$ cat src/rtl/maze_pkg.sv
// Shared constants for the maze access arbiter: tile geometry, probe offset,
// direction encodings and FSM state encoding.
package maze_pkg;

  localparam logic [10:0] TILE  = 11'd60;
  localparam logic [4:0]  ROWS  = 5'd8;
  localparam logic [4:0]  COLS  = 5'd8;
  localparam logic [9:0]  S_X   = 10'd0;
  localparam logic [9:0]  S_Y   = 10'd0;
  localparam logic [10:0] P_OFF = 11'd20;

  localparam logic [3:0] DIR_NONE  = 4'b0000;
  localparam logic [3:0] DIR_LEFT  = 4'b1000;
  localparam logic [3:0] DIR_UP    = 4'b0100;
  localparam logic [3:0] DIR_RIGHT = 4'b0010;
  localparam logic [3:0] DIR_DOWN  = 4'b0001;

  localparam logic [2:0] ST_IDLE  = 3'd0;
  localparam logic [2:0] ST_CALC  = 3'd1;
  localparam logic [2:0] ST_CHECK = 3'd2;
  localparam logic [2:0] ST_WAIT  = 3'd3;
  localparam logic [2:0] ST_RESP  = 3'd4;

  typedef struct packed {
    logic dec_x;
    logic inc_x;
    logic dec_y;
    logic inc_y;
  } dir_offset_t;

  // Anything that is not exactly one-hot probes the sprite origin itself.
  function automatic dir_offset_t decode_dir(input logic [3:0] dir);
    dir_offset_t off;
    off = '{1'b0, 1'b0, 1'b0, 1'b0};
    case (dir)
      DIR_LEFT:  off.dec_x = 1'b1;
      DIR_RIGHT: off.inc_x = 1'b1;
      DIR_UP:    off.dec_y = 1'b1;
      DIR_DOWN:  off.inc_y = 1'b1;
      default:   off = '{1'b0, 1'b0, 1'b0, 1'b0};
    endcase
    return off;
  endfunction

endpackage

$ cat src/rtl/tile_divider.sv
// Sequential divide-by-TILE by repeated subtraction: one subtraction per cycle,
// done stays high once the remainder has dropped below TILE.
module tile_divider
  import maze_pkg::*;
(
  input  logic        clk,
  input  logic        rst_n,
  input  logic        start,
  input  logic [10:0] dividend,
  output logic [4:0]  quotient,
  output logic        done
);

  logic [10:0] rem_r;
  logic [4:0]  quo_r;
  logic        run_r;

  // Load on start, otherwise step the subtraction until the remainder fits.
  always_ff @(posedge clk or negedge rst_n) begin
    if (!rst_n) begin
      rem_r <= 11'd0;
      quo_r <= 5'd0;
      run_r <= 1'b0;
    end else if (start) begin
      rem_r <= dividend;
      quo_r <= 5'd0;
      run_r <= 1'b1;
    end else if (run_r && (rem_r >= TILE)) begin
      rem_r <= rem_r - TILE;
      quo_r <= quo_r + 5'd1;
    end else begin
      rem_r <= rem_r;
      quo_r <= quo_r;
      run_r <= run_r;
    end
  end

  assign quotient = quo_r;
  assign done     = run_r && (rem_r < TILE);

endmodule

$ cat src/rtl/maze_access_arbiter.sv
// Round-robin arbiter that turns sprite position/direction into a maze wall lookup.
// Optional horizontal wrap on TUNNEL_ROW is enabled by defining MAZE_TUNNEL_EN.
module maze_access_arbiter
  import maze_pkg::*;
#(
  parameter int NUM_REQ    = 4,
  parameter int TUNNEL_ROW = 3
) (
  input  logic                    clk,
  input  logic                    rst_n,
  input  logic [NUM_REQ-1:0]      req,
  input  logic [10*NUM_REQ-1:0]   xpos_bus,
  input  logic [10*NUM_REQ-1:0]   ypos_bus,
  input  logic [4*NUM_REQ-1:0]    dir_bus,
  output logic [NUM_REQ-1:0]      ack,
  output logic                    blocked,
  output logic [3:0]              row,
  output logic [3:0]              col,
  output logic [5:0]              maze_addr,
  output logic                    maze_rd,
  input  logic                    maze_data,
  output logic                    busy
);

  localparam int IDX_W = (NUM_REQ > 1) ? $clog2(NUM_REQ) : 1;
`ifdef MAZE_TUNNEL_EN
  localparam logic TUNNEL_ON = 1'b1;
`else
  localparam logic TUNNEL_ON = 1'b0;
`endif

  logic [2:0]         state_r;
  logic [IDX_W-1:0]   rr_ptr_r, gnt_r;
  logic               neg_x_r, pend_oob_r;
  logic [3:0]         pend_row_r, pend_col_r;
  logic [NUM_REQ-1:0] ack_r;
  logic               maze_rd_r, blocked_r;
  logic [5:0]         maze_addr_r;
  logic [3:0]         row_r, col_r;

  logic [IDX_W-1:0]   gnt_s, rr_next_s;
  logic               gnt_vld_s, neg_resp_s, start_s, tunnel_hit_s, oob_s;
  logic [9:0]         x_s, y_s;
  logic [3:0]         dir_s, res_row_s, res_col_s;
  dir_offset_t        off_s;
  logic [10:0]        px_s, py_s, div_x_s;
  logic [4:0]         row_q_s, col_q_s;
  logic               done_x_s, done_y_s;
  logic [5:0]         res_addr_s;

  // Lowest requesting index at or after rr_ptr wins.
  always_comb begin
    gnt_s     = '0;
    gnt_vld_s = 1'b0;
    for (int k = 0; k < NUM_REQ; k++) begin
      if (!gnt_vld_s && req[(32'(rr_ptr_r) + 32'(k)) % NUM_REQ]) begin
        gnt_vld_s = 1'b1;
        gnt_s     = IDX_W'((32'(rr_ptr_r) + 32'(k)) % NUM_REQ);
      end else begin
        gnt_vld_s = gnt_vld_s;
      end
    end
    rr_next_s = (gnt_s == IDX_W'(NUM_REQ - 1)) ? '0 : gnt_s + IDX_W'(1);
  end

  // Probe point in 11-bit two's complement; bit 10 is the sign.
  always_comb begin
    x_s   = xpos_bus[10*gnt_s +: 10];
    y_s   = ypos_bus[10*gnt_s +: 10];
    dir_s = dir_bus[4*gnt_s +: 4];
    off_s = decode_dir(dir_s);
    px_s  = {1'b0, x_s} - {1'b0, S_X};
    py_s  = {1'b0, y_s} - {1'b0, S_Y};
    px_s  = off_s.dec_x ? px_s - P_OFF : (off_s.inc_x ? px_s + P_OFF : px_s);
    py_s  = off_s.dec_y ? py_s - P_OFF : (off_s.inc_y ? py_s + P_OFF : py_s);
    neg_resp_s = py_s[10] || (px_s[10] && !TUNNEL_ON);
    div_x_s    = px_s[10] ? 11'd0 : px_s;
    start_s    = (state_r == ST_IDLE) && gnt_vld_s && !neg_resp_s;
  end

  tile_divider u_div_x (
    .clk      (clk),
    .rst_n    (rst_n),
    .start    (start_s),
    .dividend (div_x_s),
    .quotient (col_q_s),
    .done     (done_x_s)
  );

  tile_divider u_div_y (
    .clk      (clk),
    .rst_n    (rst_n),
    .start    (start_s),
    .dividend (py_s),
    .quotient (row_q_s),
    .done     (done_y_s)
  );

  // Resolve the probed tile, bounds and tunnel wrap from the final quotients.
  always_comb begin
    tunnel_hit_s = TUNNEL_ON && (row_q_s == 5'(TUNNEL_ROW));
    res_row_s    = row_q_s[3:0];
    res_col_s    = col_q_s[3:0];
    oob_s        = (row_q_s >= ROWS) || (col_q_s >= COLS);
    if (neg_x_r) begin
      if (tunnel_hit_s) begin
        res_col_s = 4'(COLS - 5'd1);
        oob_s     = 1'b0;
      end else begin
        res_row_s = 4'd0;
        res_col_s = 4'd0;
        oob_s     = 1'b1;
      end
    end else if (tunnel_hit_s && (col_q_s >= COLS)) begin
      res_col_s = 4'd0;
      oob_s     = (row_q_s >= ROWS);
    end else begin
      oob_s = oob_s;
    end
    res_addr_s = 6'(res_row_s) * 6'(COLS) + 6'(res_col_s);
  end

  // Lookup FSM; results only change on the edge that enters RESP.
  always_ff @(posedge clk or negedge rst_n) begin
    if (!rst_n) begin
      state_r     <= ST_IDLE;
      rr_ptr_r    <= '0;
      gnt_r       <= '0;
      neg_x_r     <= 1'b0;
      pend_oob_r  <= 1'b0;
      pend_row_r  <= 4'd0;
      pend_col_r  <= 4'd0;
      ack_r       <= '0;
      maze_rd_r   <= 1'b0;
      maze_addr_r <= 6'd0;
      blocked_r   <= 1'b0;
      row_r       <= 4'd0;
      col_r       <= 4'd0;
    end else begin
      ack_r     <= '0;
      maze_rd_r <= 1'b0;
      case (state_r)
        ST_IDLE: begin
          if (gnt_vld_s) begin
            gnt_r    <= gnt_s;
            rr_ptr_r <= rr_next_s;
            if (neg_resp_s) begin
              blocked_r <= 1'b1;
              row_r     <= 4'd0;
              col_r     <= 4'd0;
              ack_r     <= {{(NUM_REQ-1){1'b0}}, 1'b1} << gnt_s;
              state_r   <= ST_RESP;
            end else begin
              neg_x_r <= px_s[10];
              state_r <= ST_CALC;
            end
          end else begin
            state_r <= ST_IDLE;
          end
        end
        ST_CALC: begin
          if (done_x_s && done_y_s) begin
            pend_row_r <= res_row_s;
            pend_col_r <= res_col_s;
            pend_oob_r <= oob_s;
            if (!oob_s) begin
              maze_rd_r   <= 1'b1;
              maze_addr_r <= res_addr_s;
            end else begin
              maze_addr_r <= maze_addr_r;
            end
            state_r <= ST_CHECK;
          end else begin
            state_r <= ST_CALC;
          end
        end
        ST_CHECK: begin
          if (pend_oob_r) begin
            blocked_r <= 1'b1;
            row_r     <= pend_row_r;
            col_r     <= pend_col_r;
            ack_r     <= {{(NUM_REQ-1){1'b0}}, 1'b1} << gnt_r;
            state_r   <= ST_RESP;
          end else begin
            state_r <= ST_WAIT;
          end
        end
        ST_WAIT: begin
          blocked_r <= maze_data;
          row_r     <= pend_row_r;
          col_r     <= pend_col_r;
          ack_r     <= {{(NUM_REQ-1){1'b0}}, 1'b1} << gnt_r;
          state_r   <= ST_RESP;
        end
        ST_RESP: state_r <= ST_IDLE;
        default: state_r <= ST_IDLE;
      endcase
    end
  end

  assign ack       = ack_r;
  assign maze_rd   = maze_rd_r;
  assign maze_addr = maze_addr_r;
  assign blocked   = blocked_r;
  assign row       = row_r;
  assign col       = col_r;
  assign busy      = (state_r != ST_IDLE);

endmodule

$ cat config.mk
export PLATFORM = sky130hd
export DESIGN_NAME = maze_access_arbiter
export DESIGN_NICKNAME = d
export VERILOG_FILES = /design/src/rtl/maze_pkg.sv /design/src/rtl/tile_divider.sv /design/src/rtl/maze_access_arbiter.sv
export SDC_FILE = /design/constraint.sdc
export NUM_CORES = 1
export LEC_CHECK = 0
export ABC_AREA = 0
export CORE_MARGIN = 1
export CORE_UTILIZATION = 50
export DETAILED_ROUTE_END_ITERATION = 10
export PLACE_DENSITY = 0.83
export SLEW_MARGIN = 25
export SYNTH_ARGS = -nofsm -noshare
export SYNTH_HDL_FRONTEND = slang
export SYNTH_SLANG_ARGS = --single-unit
$ cat constraint.sdc
create_clock -name clk -period 6.6 [get_ports clk]
set_input_delay 1.32 -clock clk [delete_from_list [all_inputs] [get_ports clk]]
set_output_delay 1.32 -clock clk [all_outputs]
set_load 0.1 [all_outputs]
==> impl_metrics.json <==
{
  "status": "finished, final reports clean",
  "dp.cells": 721,
  "cts_setup_buffers": 0,
  "slowest_stage": "and2_1",
  "synth.most_common_cell": "dfrtp_1",
  "slew_viol_final": 0,
  "gp_congestion": 0.825,
  "worstPathCellList": "clkdlybuf4s50_1 -> mux2i_1 -> nor2_1 -> a311oi_4 -> buf_12 -> mux2i_1 -> mux2_2 -> inv_1 -> ha_1 -> nor2b_1 -> nor4_4 -> nor4_4 -> and2_1 -> mux2_1",
  "antenna_found_initial": 0,
  "clock_latency_ns": 0.34,
  "fmax_mhz": 188,
  "synth_flop_cell": "dfrtp_1",
  "avgSynthCellArea_um2": 9.76,
  "irDropWorstVdd_uv": 186,
  "startpoint": "req[0]",
  "cpPeakStageDelay_ns": 0.82,
  "cpLargestDelayFamily": "simple AND/OR/NAND/NOR gates",
  "synthTopCellsByCount": "70 x dfrtp_1, 64 x mux2i_1, 55 x nand2_1",
  "h-tree-depth": 3,
  "dp_hpwl_mm": 8.39,
  "synth_warnings": 0,
  "post-route-drc-count": 0,
  "drt-vias-per-instance": 5.36,
  "async_reset_ff_share_pct": 100,
  "end_kind": "flop",
  "worstPathArrival_ns": 5.55,
  "synth-edff-count": 0,
  "yosys-top-cells-area": "dfrtp_1 37%, mux2i_1 13%, mux2_2 5.7%, xnor2_1 4.8%, nand2_1 4.3%",
  "fin_worst_skew_ns": 0.0141,
  "synth_nets": 605,
  "crit_type": "input pin to flop",
  "p_leak_nw": 2.77,
  "setup_violations": 0,
  "synth_top_area_cell": "dfrtp_1",
  "crit_buf_inv": 3,
  "period_share_pct": 80.7,
  "cts_tree": "done",
  "drive_gt1_share_pct": 9.54,
  "die_h_um": 99.6,
  "dr.first_iter.drc_count": 189,
  "rsz0062_at_grt": "false",
  "layout_setup_ws_ns": 1.27,
  "synth_top_area_share_pct": 36.8,
  "clock_path_buffers": 2,
  "design_area_um2": 6260,
  "wl_mm": 10.7,
  "clkSlewWorstSetupHoldPaths_ns": 0.08,
  "final_core_util_pct": 67.8,
  "grt_pass1_vias": 4059,
  "cp.depth": 14,
  "vias": 3949,
  "min_path_cells": 2,
  "reg2reg_depth": 13,
  "stdcell_count": 737,
  "p_total_mw": 2.53,
  "min_from": "maze_addr[4]",
  "max_slew_margin_pct": 33.1,
  "yosys.cell_types.count": 54,
  "clock_sinks": 70,
  "worstPathRequired_ns": 6.82,
  "drt_pass1_iterations": 5,
  "grt_pass1_wl_mm": 18.3,
  "syn_inst": 488,
  "fin_setup_tns_ns": 0,
  "grt_start_max_net_pins": 71,
  "coreArea_um2": 9240,
  "nNetsFinal": 720,
  "crit_fanout": 57,
  "synth_seq_cells": 70,
  "post_dp_cell_area_um2": 6070,
  "cts_root_buf": "clkbuf_8",
  "area_growth_pct": 31.5,
  "port_buffers": 123,
  "hold_buffers": 0,
  "wl_per_cell_um": 14.6,
  "ios": 124,
  "cts_resized": 0,
  "netlist_area_um2": 4760,
  "drv_cap": 0,
  "gr-total-overflow": 0,
  "hold_viol": 0,
  "grt_usage_pct": 23.1,
  "dpl_worst_slack_ns": 0.917,
  "dieArea_um2": 9920,
  "diodes": 0,
  "std_cell_rows": 35,
  "rr_startpoint": "rr_ptr_r[1]",
  "tightest_slew_ns": 1.00,
  "die_width_um": 99.6,
  "min_path_type": "flop to flop",
  "drtAntennaViolNets": 0,
  "start_util_pct": 51.5,
  "cellPowerDensity_nw_per_um2": 404,
  "synth-seq-area-share_pct": 36.8,
  "cts_buffers": 9,
  "fin_crit_ns": 5.33,
  "whs_ns": 0.484,
  "crit_path_start_kind": "input pin"
}
## logic make-up (layout without fill, tap and decap cells)
group                    after synthesis  in the layout  share of synthesized area, %
AND/OR/NAND/NOR                      167            167                          19.4
AO/OA/AOI/OAI                         71             71                          9.09
multiplexers                          92             92                          20.1
XOR/XNOR                              39             39                          7.17
flip-flops                            70             70                          36.8
adder cells (fa/ha/maj)               14             14                          3.68
buffers and inverters                 35            155                          3.84
## worst register-to-register path: cells and delay by family, from the launching register on
kind            cells  cell delay, ns
simple gates        5            1.77
mux                 4            1.08
flops               1            0.48
buf+inv             2            0.42
compound gates      1            0.30
fa+ha+maj           1            0.20
## metal layers
metal | GRT usage (%) | part of all wire [%] | vias up
li1 | - | - | 1958
met1 | 26.7 | 42 | 1847
met2 | 42.7 | 51 | 131
met3 | 4.71 | 5.4 | 13
met4 | 7.24 | 1.7 | 0
met5 | 0 | 0 | -
## where the power goes
group	switching (mW)	total (mW)	internal (mW)
Sequential	0.149	0.746	0.596
Combinational	0.836	1.44	0.601
Clock	0.168	0.345	0.176
Total	1.15	2.53	1.37
## sequential cells by signal, indices dropped and copies added (netlist names), 3 cells and up
name              flops
ack                   4
col                   4
maze_addr             6
pend_col_r            4
pend_row_r            4
row                   4
state_r               3
u_div_x.quotient      5
u_div_x.rem_r        11
u_div_y.quotient      5
u_div_y.rem_r        11
## layout make-up
type / count / area (um^2)
Fill cell: 731 / 2980
Multi-Input combinational cell: 383 / 2840
Sequential cell: 70 / 1750
Timing Repair Buffer: 127 / 1270
Tap cell: 129 / 161
Clock buffer: 10 / 128
Clock inverter: 6 / 70.1
Inverter: 12 / 45.0
## cell usage in the layout, fill, tap and decap left out, types with 3 or more instances in the layout
| cell | netlist | final |
|---|---|---|
| clkbuf_8 | 0 | 9 |
| nand4_1 | 10 | 10 |
| mux2_2 | 24 | 24 |
| o22ai_1 | 4 | 4 |
| ha_1 | 14 | 14 |
| and2_1 | 5 | 5 |
| nor3_1 | 10 | 10 |
| mux2i_1 | 64 | 64 |
| a211oi_1 | 4 | 4 |
| clkdlybuf4s50_1 | 0 | 122 |
| nor2_1 | 35 | 35 |
| nor4_4 | 3 | 3 |
| o21ai_0 | 18 | 18 |
| mux2_1 | 4 | 4 |
| xor2_1 | 13 | 13 |
| xnor2_1 | 26 | 26 |
| nand3_1 | 5 | 5 |
| clkinvlp_4 | 0 | 3 |
| o21ai_1 | 3 | 3 |
| nand4b_4 | 3 | 3 |
| nand2_1 | 55 | 55 |
| dfrtp_1 | 70 | 70 |
| or3_1 | 6 | 6 |
| inv_1 | 11 | 11 |
| nand2b_1 | 9 | 9 |
| nor4_1 | 7 | 7 |
| or2_2 | 3 | 3 |
| buf_4 | 3 | 3 |
| nor2b_1 | 9 | 9 |
| a21oi_1 | 25 | 25 |
## final timing paths
check | end | slack, ns
max | u_div_x.rem_r[0] | 1.27
min | maze_addr[4] | 0.48
max reg2reg | u_div_x.rem_r[0] | 2.24
min reg2reg | maze_addr[4] | 0.48
max in group asynchronous | u_div_x.rem_r[10] | 4.88
min in group asynchronous | col[0] | 1.15
(Power assumes the default switching activity.)
